`src/rtl/core_run_ctrl.sv`:
```
// Board run controller: holds the core in reset until clock lock, counts run cycles,
// captures the tohost verdict or a timeout, then pages result/cycle count to the display.
module core_run_ctrl #(
  parameter int HOLD_CYCLES    = 16,
  parameter int TIMEOUT_CYCLES = 100_000_000,
  parameter int DISP_PERIOD    = 50_000_000
) (
  input  logic        CLK,
  input  logic        RST,
  input  logic        locked,
  input  logic [31:0] tohost,
  output logic        core_rst,
  output logic [31:0] disp,
  output logic        disp_sel,
  output logic [1:0]  status,
  output logic        done
);

  typedef enum logic [2:0] {
    ST_WAIT_LOCK = 3'd0,
    ST_HOLD      = 3'd1,
    ST_RUN       = 3'd2,
    ST_PASS      = 3'd3,
    ST_FAIL      = 3'd4,
    ST_TIMEOUT   = 3'd5
  } state_t;

  localparam logic [31:0] HOLD_LAST    = 32'(HOLD_CYCLES - 1);
  localparam logic [31:0] TIMEOUT_LAST = 32'(TIMEOUT_CYCLES - 1);
  localparam logic [31:0] DISP_LAST    = 32'(DISP_PERIOD - 1);

  logic [1:0]  sync_r;
  logic        lk_s;
  state_t      state_r, state_s;
  logic [31:0] hold_r, hold_s;
  logic [31:0] cyc_r, cyc_s;
  logic [31:0] result_r, result_s;
  logic [31:0] page_r, page_s;
  logic        sel_s;
  logic        core_rst_s;
  logic [1:0]  status_s;
  logic        done_s;
  logic [31:0] disp_s;

  assign lk_s = sync_r[1];

  // Two-flop synchronizer for the asynchronous lock input
  always_ff @(posedge CLK or negedge RST) begin
    if (!RST) begin
      sync_r <= 2'b00;
    end else begin
      sync_r <= {sync_r[0], locked};
    end
  end

  // Next-state, counter, capture and display-page logic
  always_comb begin
    state_s  = state_r;
    hold_s   = hold_r;
    cyc_s    = cyc_r;
    result_s = result_r;
    page_s   = page_r;
    sel_s    = disp_sel;
    if (!lk_s && (state_r != ST_WAIT_LOCK)) begin
      state_s  = ST_WAIT_LOCK;
      cyc_s    = 32'd0;
      result_s = 32'd0;
      page_s   = 32'd0;
      sel_s    = 1'b0;
    end else begin
      case (state_r)
        ST_WAIT_LOCK: begin
          if (lk_s) begin
            state_s = ST_HOLD;
            hold_s  = 32'd0;
          end else begin
            state_s = ST_WAIT_LOCK;
          end
        end
        ST_HOLD: begin
          if (hold_r == HOLD_LAST) begin
            state_s = ST_RUN;
            cyc_s   = 32'd0;
          end else begin
            hold_s = hold_r + 32'd1;
          end
        end
        ST_RUN: begin
          // A verdict takes priority over a coincident timeout; cyc freezes on exit
          if (tohost == 32'd1) begin
            state_s  = ST_PASS;
            result_s = tohost;
            page_s   = 32'd0;
            sel_s    = 1'b1;
          end else if (tohost != 32'd0) begin
            state_s  = ST_FAIL;
            result_s = tohost;
            page_s   = 32'd0;
            sel_s    = 1'b1;
          end else if (cyc_r == TIMEOUT_LAST) begin
            state_s  = ST_TIMEOUT;
            result_s = 32'hFFFF_FFFF;
            page_s   = 32'd0;
            sel_s    = 1'b1;
          end else if (cyc_r != 32'hFFFF_FFFF) begin
            cyc_s = cyc_r + 32'd1;
          end else begin
            cyc_s = cyc_r;
          end
        end
        ST_PASS, ST_FAIL, ST_TIMEOUT: begin
          if (page_r == DISP_LAST) begin
            page_s = 32'd0;
            sel_s  = ~disp_sel;
          end else begin
            page_s = page_r + 32'd1;
          end
        end
        default: begin
          state_s = ST_WAIT_LOCK;
        end
      endcase
    end
  end

  // Output values computed from the next state so the outputs can be registered
  always_comb begin
    core_rst_s = (state_s != ST_RUN);
    done_s     = 1'b0;
    status_s   = 2'b00;
    disp_s     = sel_s ? result_s : cyc_s;
    case (state_s)
      ST_WAIT_LOCK, ST_HOLD: status_s = 2'b00;
      ST_RUN:                status_s = 2'b01;
      ST_PASS: begin
        status_s = 2'b10;
        done_s   = 1'b1;
      end
      ST_FAIL, ST_TIMEOUT: begin
        status_s = 2'b11;
        done_s   = 1'b1;
      end
      default: status_s = 2'b00;
    endcase
  end

  // State, counters and registered outputs
  always_ff @(posedge CLK or negedge RST) begin
    if (!RST) begin
      state_r  <= ST_WAIT_LOCK;
      hold_r   <= 32'd0;
      cyc_r    <= 32'd0;
      result_r <= 32'd0;
      page_r   <= 32'd0;
      disp_sel <= 1'b0;
      core_rst <= 1'b1;
      status   <= 2'b00;
      done     <= 1'b0;
      disp     <= 32'd0;
    end else begin
      state_r  <= state_s;
      hold_r   <= hold_s;
      cyc_r    <= cyc_s;
      result_r <= result_s;
      page_r   <= page_s;
      disp_sel <= sel_s;
      core_rst <= core_rst_s;
      status   <= status_s;
      done     <= done_s;
      disp     <= disp_s;
    end
  end

endmodule

```
`config.mk`:
```
export PLATFORM = sky130hd
export DESIGN_NAME = core_run_ctrl
export DESIGN_NICKNAME = d
export VERILOG_FILES = /design/src/rtl/core_run_ctrl.sv
export SDC_FILE = /design/constraint.sdc
export NUM_CORES = 1
export LEC_CHECK = 0
export CAP_MARGIN = 20
export CORE_ASPECT_RATIO = 0.8
export CORE_UTILIZATION = 50
export CTS_CLUSTER_SIZE = 8
export DETAILED_ROUTE_END_ITERATION = 6
export GPL_TIMING_DRIVEN = 0
export PLACE_DENSITY = 0.81
export SYNTH_ARGS = -nofsm -noshare
export SYNTH_HDL_FRONTEND = slang
export SYNTH_SLANG_ARGS = --single-unit
export TNS_END_PERCENT = 30
```
`constraint.sdc`:
```
create_clock -name CLK -period 3.21 [get_ports CLK]
set_input_delay 0.4815 -clock CLK [delete_from_list [all_inputs] [get_ports CLK]]
set_output_delay 0.4815 -clock CLK [all_outputs]
set_load 0.005 [all_outputs]
```
## Word level (Yosys, flattened, before mapping)

Index checks and enable logic that the tools add are counted.

- Input bits: 35
- Output and inout bits: 37
- Flip-flop bits (word level): 170
- Word-level logic and storage cells: 83

- Reductions and logical operators: 12
- $add $sub $neg: 3
- Eq/ne operators: 18
- Muxes and demuxes: 37
- Bitwise operators: 2

Operator list:

| operator | count |
|---|---|
| $mux W32 | 19 |
| $pmux W32 S2 | 3 |
| $add A32 B1 Y32 const B | 3 |
| $eq A32 B1 Y1 const B | 1 |
| $eq A32 B26 Y1 const B | 1 |
| $eq A32 B27 Y1 const B | 1 |
| $eq A32 B4 Y1 const B | 1 |
| $ne A32 B32 Y1 const B | 1 |
| $reduce_bool A32 Y1 | 1 |
| $mux W3 | 5 |
| $eq A3 B2 Y1 const B | 4 |
| $eq A3 B3 Y1 const B | 4 |
| $pmux W3 S4 | 1 |
| $mux W1 | 7 |
| $pmux W2 S3 | 1 |
| $reduce_bool A3 Y1 | 2 |
| $reduce_or A3 Y1 | 2 |
| $ne A5 B5 Y1 const B | 1 |
| $ne A2 B2 Y1 const B | 2 |
| $reduce_and A4 Y1 | 1 |
| $eq A3 B1 Y1 const B | 1 |
| $logic_not A3 Y1 | 1 |
| $ne A3 B2 Y1 const B | 1 |
| $not A1 Y1 | 2 |
| 6 further kinds | 6 |

## Longest topological paths before layout

Gate-level depths: netlist of the first run.

- Depth in word-level cells: 9
- Mapped depth: 11
- Gate-level depth less buffers: 8

## Worst setup path after synthesis of the first run

OpenSTA, ideal clock, no wires.

- Kind: register -> register
- Start: reg page_r[0]
- End: reg disp[10]
- Data arrival time: 2.557 ns
- Required time: 3.085 ns
- Slack: 0.528 ns
- Library setup time: 0.125 ns
- Cell stages (with the launch flop): 10
- Path through: dfrtp_1 ha_1 nand3_2 or3_1 or4_4 a211oi_1 o21ai_2 inv_4 buf_8 mux2_4

- Longest elaborated chain between the ends: 5

RTL lines:

| what | RTL line | text |
|---|---|---|
| from (decl) | 38 | `logic [31:0] page_r, page_s;` |
| from (signal assigned) | 165 | `page_r <= page_s;` |
| $eq A32 B26 Y1 | 112 | `if (page_r == DISP_LAST) begin` |
| $mux W1 | 112 |  |
| $pmux W1 S2 | 71 | `case (state_r)` |
| $mux W1 | 64 | `if (!lk_s && (state_r != ST_WAIT_LOCK)) begin` |
| $mux W32 | 131 | `disp_s = sel_s ? result_s : cyc_s;` |
| named net disp_s[10] | 43 | `logic [31:0] disp_s;` |
| to (signal assigned) | 170 | `disp <= disp_s;` |
| to (decl) | 13 | `output logic [31:0] disp,` |

The timed path passes the listed nets, and every way through them passes these cells.
A chain may end at the register's enable or synchronous reset.

## Worst setup path in the final report of the first run

- Start: in tohost[17]
- End: reg disp[2]

- Longest elaborated chain between the ends: 6
- Elaborated cells between the ends (all ways): 15

RTL lines:

| what | RTL line | text |
|---|---|---|
| from (decl) | 11 | `input logic [31:0] tohost,` |
| $reduce_bool A32 Y1 | 95 | `end else if (tohost != 32'd0) begin` |
| $mux W32 | 95 |  |
| $mux W32 (*) | 90 | `if (tohost == 32'd1) begin` |
| $pmux W32 S2 (*) | 71 |  |
| $mux W32 (*) | 64 |  |
| named net cyc_s[2] | 36 | `logic [31:0] cyc_r, cyc_s;` |
| $mux W32 (*) | 131 |  |
| named net disp_s[2] | 43 |  |

The timed path passes the listed nets; every way through them passes the cells marked *.

==> impl_metrics.yaml, run 1 <==
logic_synthesis:
  yosys.area.top_type: "dfrtp_1"
  synth_edf_count: 0
  synth_ff_type: "dfrtp_1"
  synth_cells: 871
  yosys_warnings: 0
  synth_cell_types: 70
  synth_seq_cells: 170
  yosysSeqAreaShare: 0.488
  synthTopCellsByArea: "dfrtp_1, o221a_2, nand2_1, nor2_1, mux2_4"
  async_flop_share: 1.00
  yosysTopAreaCellShare: 0.485
  synth_nets: 909
  netlist_area_mm2: 0.00872
  synth.avg_cell_area_um2: 10.0
routing:
  routed_wl_um: 22100
  wire_per_inst_um: 18.5
  routed-via-count: 7507
  detail-route-antenna-nets: 0
  dr.pass1.iters: 5
  avgViaCountPerCell: 6.27
  drc: 0
  drt-initial-drc-count: 762
grt:
  grt_pass1_vias: 6824
  gr-usage-met2: 0.343
  top_usage_layer: "met1"
  met3_usage: 0.0734
  overflow: 0
  antenna_found_initial: 0
  grt_max_degree: 107
  track_usage: 0.260
  grt_use_met1: 0.413
  grt_pass1_wl_um: 36200
hold_path:
  holdPathEnd: "sync_r[1]"
  hold_class: "flip-flop to flip-flop"
  hold_path_depth: 0
  min-delay-start: "sync_r[0]"
floorplan:
  start_util: 0.519
  ioPinCount: 72
  die-width_um: 150
  die_area_mm2: 0.0180
  num_rows: 42
  die_height_um: 120
  coreArea_mm2: 0.0168
pwr:
  vdd_ir_drop_max_mv: 0.411
  power_mw: 5.00
  pwr_density_cell_mw_per_mm2: 484
  p_leak_nw: 4.38
sta:
  setup_viol: 0
  holdWs_ns: 0.372
  min_period_ns: 3.10
  slew_viol_final: 0
  worst_clock_skew_ns: 0.0151
  worst_slack_ns: 0.109
  fin_crit_sh: 0.966
  hold_viol_final: 0
  rsz0062_at_grt: "false"
  worst_pin_slew_ns: 0.788
  slew_headroom: 0.470
  fmax_mhz: 322
cts:
  tritoncts: "yes"
  cts-root-buf: "clkbuf_16"
  clk_latency_ns: 0.44
  h-tree-depth: 4
  clk_path_buf_depth: 2
  numCtsBuffers: 17
  cts.sinks: 170
  path_clk_slew_ns: 0.07
layout:
  fin_util: 0.613
  drive_gt1_frac: 0.134
  diodes: 0
  final_nets: 1002
  area_delta_synth_final_pct: 18.3
worst_setup_path:
  cp-start-kind: "primary input"
  criticalPathCategory: "primary input to flip-flop"
  timing.rr.start: "page_r[0]"
  cp_max_fo: 9
  setup.worst_path.end_class: "flip-flop"
  rrSetupSlack_ns: 0.18
  reg2reg_depth: 9
  cp.required_ns: 3.53
  crit_arrival_ns: 3.42
  r2r-end: "disp[21]"
place:
  io_buffers: 71
  pre_cts_ws_ns: -0.554
  dp_hpwl_um: 15200
  routabilityCongestion: 0.957
flow_run:
  cap_violations: 0
outcome:
  outcome: "complete, no violations"
[synthesized netlist by cell type, drive strengths merged (3+ instances only)]
cell type and count:
a21oi 16, a21o 7, a41oi 3, nand3 45
o31ai 12, mux2 27, o221a 32, nand2b 4
a32oi 5, a31oi 19, a211o 5, o21ai 52
clkbuf 34, nand4 25, a22o 3, xnor2 22
or3 10, buf 14, or4 11, and4 11
nor4 35, nor2b 5, inv 14, dfrtp 169
o41ai 5, o311ai 8, o21a 3, o211ai 11
and3 19, xor2 9, ha 3, nand2 91
nor2 80, and2 9, nor3 33, a31o 3
[where the power goes]
part | switching [mW] | leakage (nW) | internal, mW | total (mW)
registers | 0.0467 | 2.36 | 2.20 | 2.25
logic | 0.526 | 1.76 | 0.310 | 0.836
clock network | 0.905 | 0.263 | 1.00 | 1.91
[what timing repair did]
item,4_1_cts,5_1_grt
buffers inserted,1,0
resized for setup,1,4
pin swaps,1,1
endpoints found under the hold margin,26,0
hold buffers,1,0
endpoints found under the setup margin,16,13
[how the worst max path moves through the flow]
stage | startpoint | to | slack (ns) | cells past startpoint
after global routing | tohost[15] | disp[13] | 0.001 | 10
after global placement | RST | result_r[10] | -5.23 | 1
after CTS | tohost[17] | disp[2] | 0.13 | 9
after detailed placement | tohost[17] | page_r[7] | -0.55 | 9
after floorplan | page_r[0] | disp[10] | 0.53 | 9
final | tohost[17] | disp[2] | 0.11 | 9
[logic make-up after synthesis]
group                      synth area share
adders and majority gates           0.00431
and+or+nand+nor                       0.229
muxes                                0.0442
xor gates and xnor gates             0.0311
DFF                                   0.488
AOI/OAI and AO/OA                     0.169
buffers and inverters                0.0342
[registers in the layout (all words and copies together), names as in the netlist]
signal,cells
sync_r,2
disp_sel,1
status,2
state_r,3
disp,32
cyc_r,32
core_rst,1
result_r,32
done,1
page_r,32
hold_r,32
[per-stage QoR]
stage	cell area, µm²	std cells	setup TNS [ns]
6_report	10300	1197	0
5_1_grt	10300	1197	0
4_1_cts	10300	1197	0
3_5_place_dp	9740	1163	-27.59
2_1_floorplan	8720	871	0
3_3_place_gp	9710	1162	-911.06
[per-layer routing]
| metal | part of all wire | routed length, µm |
|---|---|---|
| met5 | 0 | 0 |
| met2 | 0.41 | 9110 |
| met4 | 0.0094 | 208 |
| met3 | 0.093 | 2050 |
| met1 | 0.49 | 10800 |
[critical path: stages]
cell             delay [ns]
clkdlybuf4s50_1        0.44
nor4_1                 0.39
nand4_1                0.35
or3_1                  0.43
clkbuf_2               0.18
nor3_4                 0.41
a21oi_1                0.13
a211o_1                0.32
mux2_2                 0.27
[cells in the final DEF, fill, tap and decap left out, types with 15 or more instances in the layout]
cell type | Yosys | routed
a21oi_1 | 15 | 15
nand4_1 | 25 | 25
and3_1 | 19 | 19
mux2_4 | 19 | 19
nor4_1 | 33 | 33
dfrtp_1 | 169 | 169
nor2_1 | 78 | 78
o221a_2 | 32 | 32
nand2_1 | 90 | 90
a31oi_1 | 18 | 17
clkbuf_16 | 0 | 17
xnor2_1 | 22 | 22
nor3_1 | 30 | 30
o21ai_0 | 49 | 49
clkbuf_1 | 31 | 31
clkdlybuf4s50_1 | 0 | 70
nand3_1 | 43 | 43
[cell type report]
| cell class | count | area [µm²] |
|---|---|---|
| plain buffers | 48 | 244 |
| clock buffers | 18 | 429 |
| clock inverters | 14 | 109 |
| fillers | 1404 | 6500 |
| inverters | 14 | 55.1 |
| multi-input cells | 639 | 4180 |
| flip-flops and latches | 170 | 4260 |
| well taps | 220 | 275 |
| repair buffers | 74 | 761 |
No activity file was read; power rests on OpenSTA's default activity.
==> run 2, diff against run 1 <==
- CAP_MARGIN: 20 -> unset
- GPL_TIMING_DRIVEN: 0 -> unset
==> impl_metrics.yaml, run 2 (synthesis results as in run 1) <==
routing:
  avgViaCountPerCell: 6.32
  drc: 0
  detail-route-antenna-nets: 0
  drt-initial-drc-count: 1073
  routed_wl_um: 22200
  dr.pass1.iters: 6
  routed-via-count: 7632
  wire_per_inst_um: 18.4
worst_setup_path:
  cp_max_fo: 11
  cp.required_ns: 3.53
  r2r-end: "disp[24]"
  criticalPathCategory: "flip-flop to flip-flop"
  rrSetupSlack_ns: 0.18
  startpoint: "page_r[0]"
  cp-start-kind: "flip-flop"
  reg2reg_depth: 9
  timing.rr.start: "page_r[0]"
  setup.worst_path.end_class: "flip-flop"
  crit_arrival_ns: 3.36
floorplan:
  die-width_um: 150
  ioPinCount: 72
  die_area_mm2: 0.0180
  start_util: 0.519
  num_rows: 42
  coreArea_mm2: 0.0168
  die_height_um: 120
cts:
  h-tree-depth: 4
  cts.sinks: 170
  clk_latency_ns: 0.44
  tritoncts: "yes"
  postCtsResizedCells: 0
  hold_buffers: 0
  cts_setup_buffers: 0
  numCtsBuffers: 17
  path_clk_slew_ns: 0.07
  cts-root-buf: "clkbuf_16"
  clk_path_buf_depth: 2
place:
  routabilityCongestion: 0.888
  dp_hpwl_um: 14900
  io_buffers: 71
  pre_cts_ws_ns: -0.128
layout:
  fin_util: 0.631
  final_cell_mix: "dfrtp_1, nand2_1, nor2_1"
  final_nets: 1013
  layout_commonest_cell: "dfrtp_1"
  diodes: 0
  area_delta_synth_final_pct: 21.6
  fill_cells: 1333
  drive_gt1_frac: 0.178
grt:
  grt_pass1_vias: 6910
  track_usage: 0.258
  grt_max_degree: 78
  overflow: 0
  antenna_found_initial: 0
  grt_pass1_wl_um: 36200
sta:
  holdWs_ns: 0.0736
  worst_slack_ns: 0.179
  slew_headroom: 0.262
  setup_viol: 0
  fin_crit_sh: 0.944
  worst_clock_skew_ns: 0.00812
  fmax_mhz: 330
  min_period_ns: 3.03
  slew_viol_final: 0
  hold_viol_final: 0
  rsz0062_at_grt: "false"
  worst_pin_slew_ns: 1.11
outcome:
  outcome: "complete, no violations"
pwr:
  vdd_ir_drop_max_mv: 0.411
  pwr_density_cell_mw_per_mm2: 495
  p_leak_nw: 4.60
flow_run:
  cap_violations: 0
hold_path:
  hold_class: "primary input to asynchronous set/reset pin"
-- run 2: cell types whose count changed in the layout (fill, tap and decap cells not counted), sizes merged --
cell | previous run | this run
clkbuf | 51 | 18
bufinv | 0 | 2
inv | 21 | 18
buf | 18 | 63
clkinv | 5 | 6
dlygate4sd3 | 1 | 0
-- run 2: cell type report --
cell class	instances	area (µm²)	area share
multi-input combinational	639	4170	0.394
tap	220	275	0.0260
inverter	14	55.1	0.00519
clock buffer	18	439	0.0414
sequential	170	4260	0.401
timing repair buffer	133	1240	0.117
clock inverter	14	165	0.0156
-- run 2: routing by layer --
layer | GRT usage | share of wire | up-vias
met4 | 0.0759 | 0.014 | 0
met5 | 0 | 0 | -
met1 | 0.399 | 0.47 | 3692
met3 | 0.0586 | 0.097 | 32
li1 | - | - | 3488
met2 | 0.353 | 0.42 | 420
-- run 2: worst max path at each step --
stage                to
2_1_floorplan  disp[10]
3_3_place_gp    disp[2]
3_5_place_dp    disp[8]
4_1_cts        disp[21]
5_1_grt        disp[24]
6_report       disp[24]
-- run 2: critical path, stage by stage, from the launching register on --
cell and delay [ns]:
dfrtp_1 0.41, ha_1 0.23, nand3_2 0.16, or3_1 0.42, or4_4 0.59, a211oi_1 0.33, o21ai_2 0.14, inv_4 0.14
buf_12 0.18, mux2_4 0.31
-- run 2: where the power goes --
| part | leakage [nW] | internal, mW | switching [mW] | total (mW) |
|---|---|---|---|---|
| clock | 0.294 | 1.19 | 0.905 | 2.09 |
| combinational | 1.95 | 0.371 | 0.525 | 0.896 |
| sequential | 2.36 | 2.20 | 0.0543 | 2.26 |
| total | 4.60 | 3.76 | 1.48 | 5.25 |
-- run 2: per-stage QoR --
step	power [mW]	area [µm²]	setup TNS (ns)	instances
5_1_grt	5.42	10600	0	1208
2_1_floorplan	2.76	8720	0	871
4_1_cts	5.27	10600	0	1208
6_report	5.25	10600	0	1208
3_3_place_gp	3.16	10000	-1.23	1176
3_5_place_dp	3.17	10000	-1.43	1176
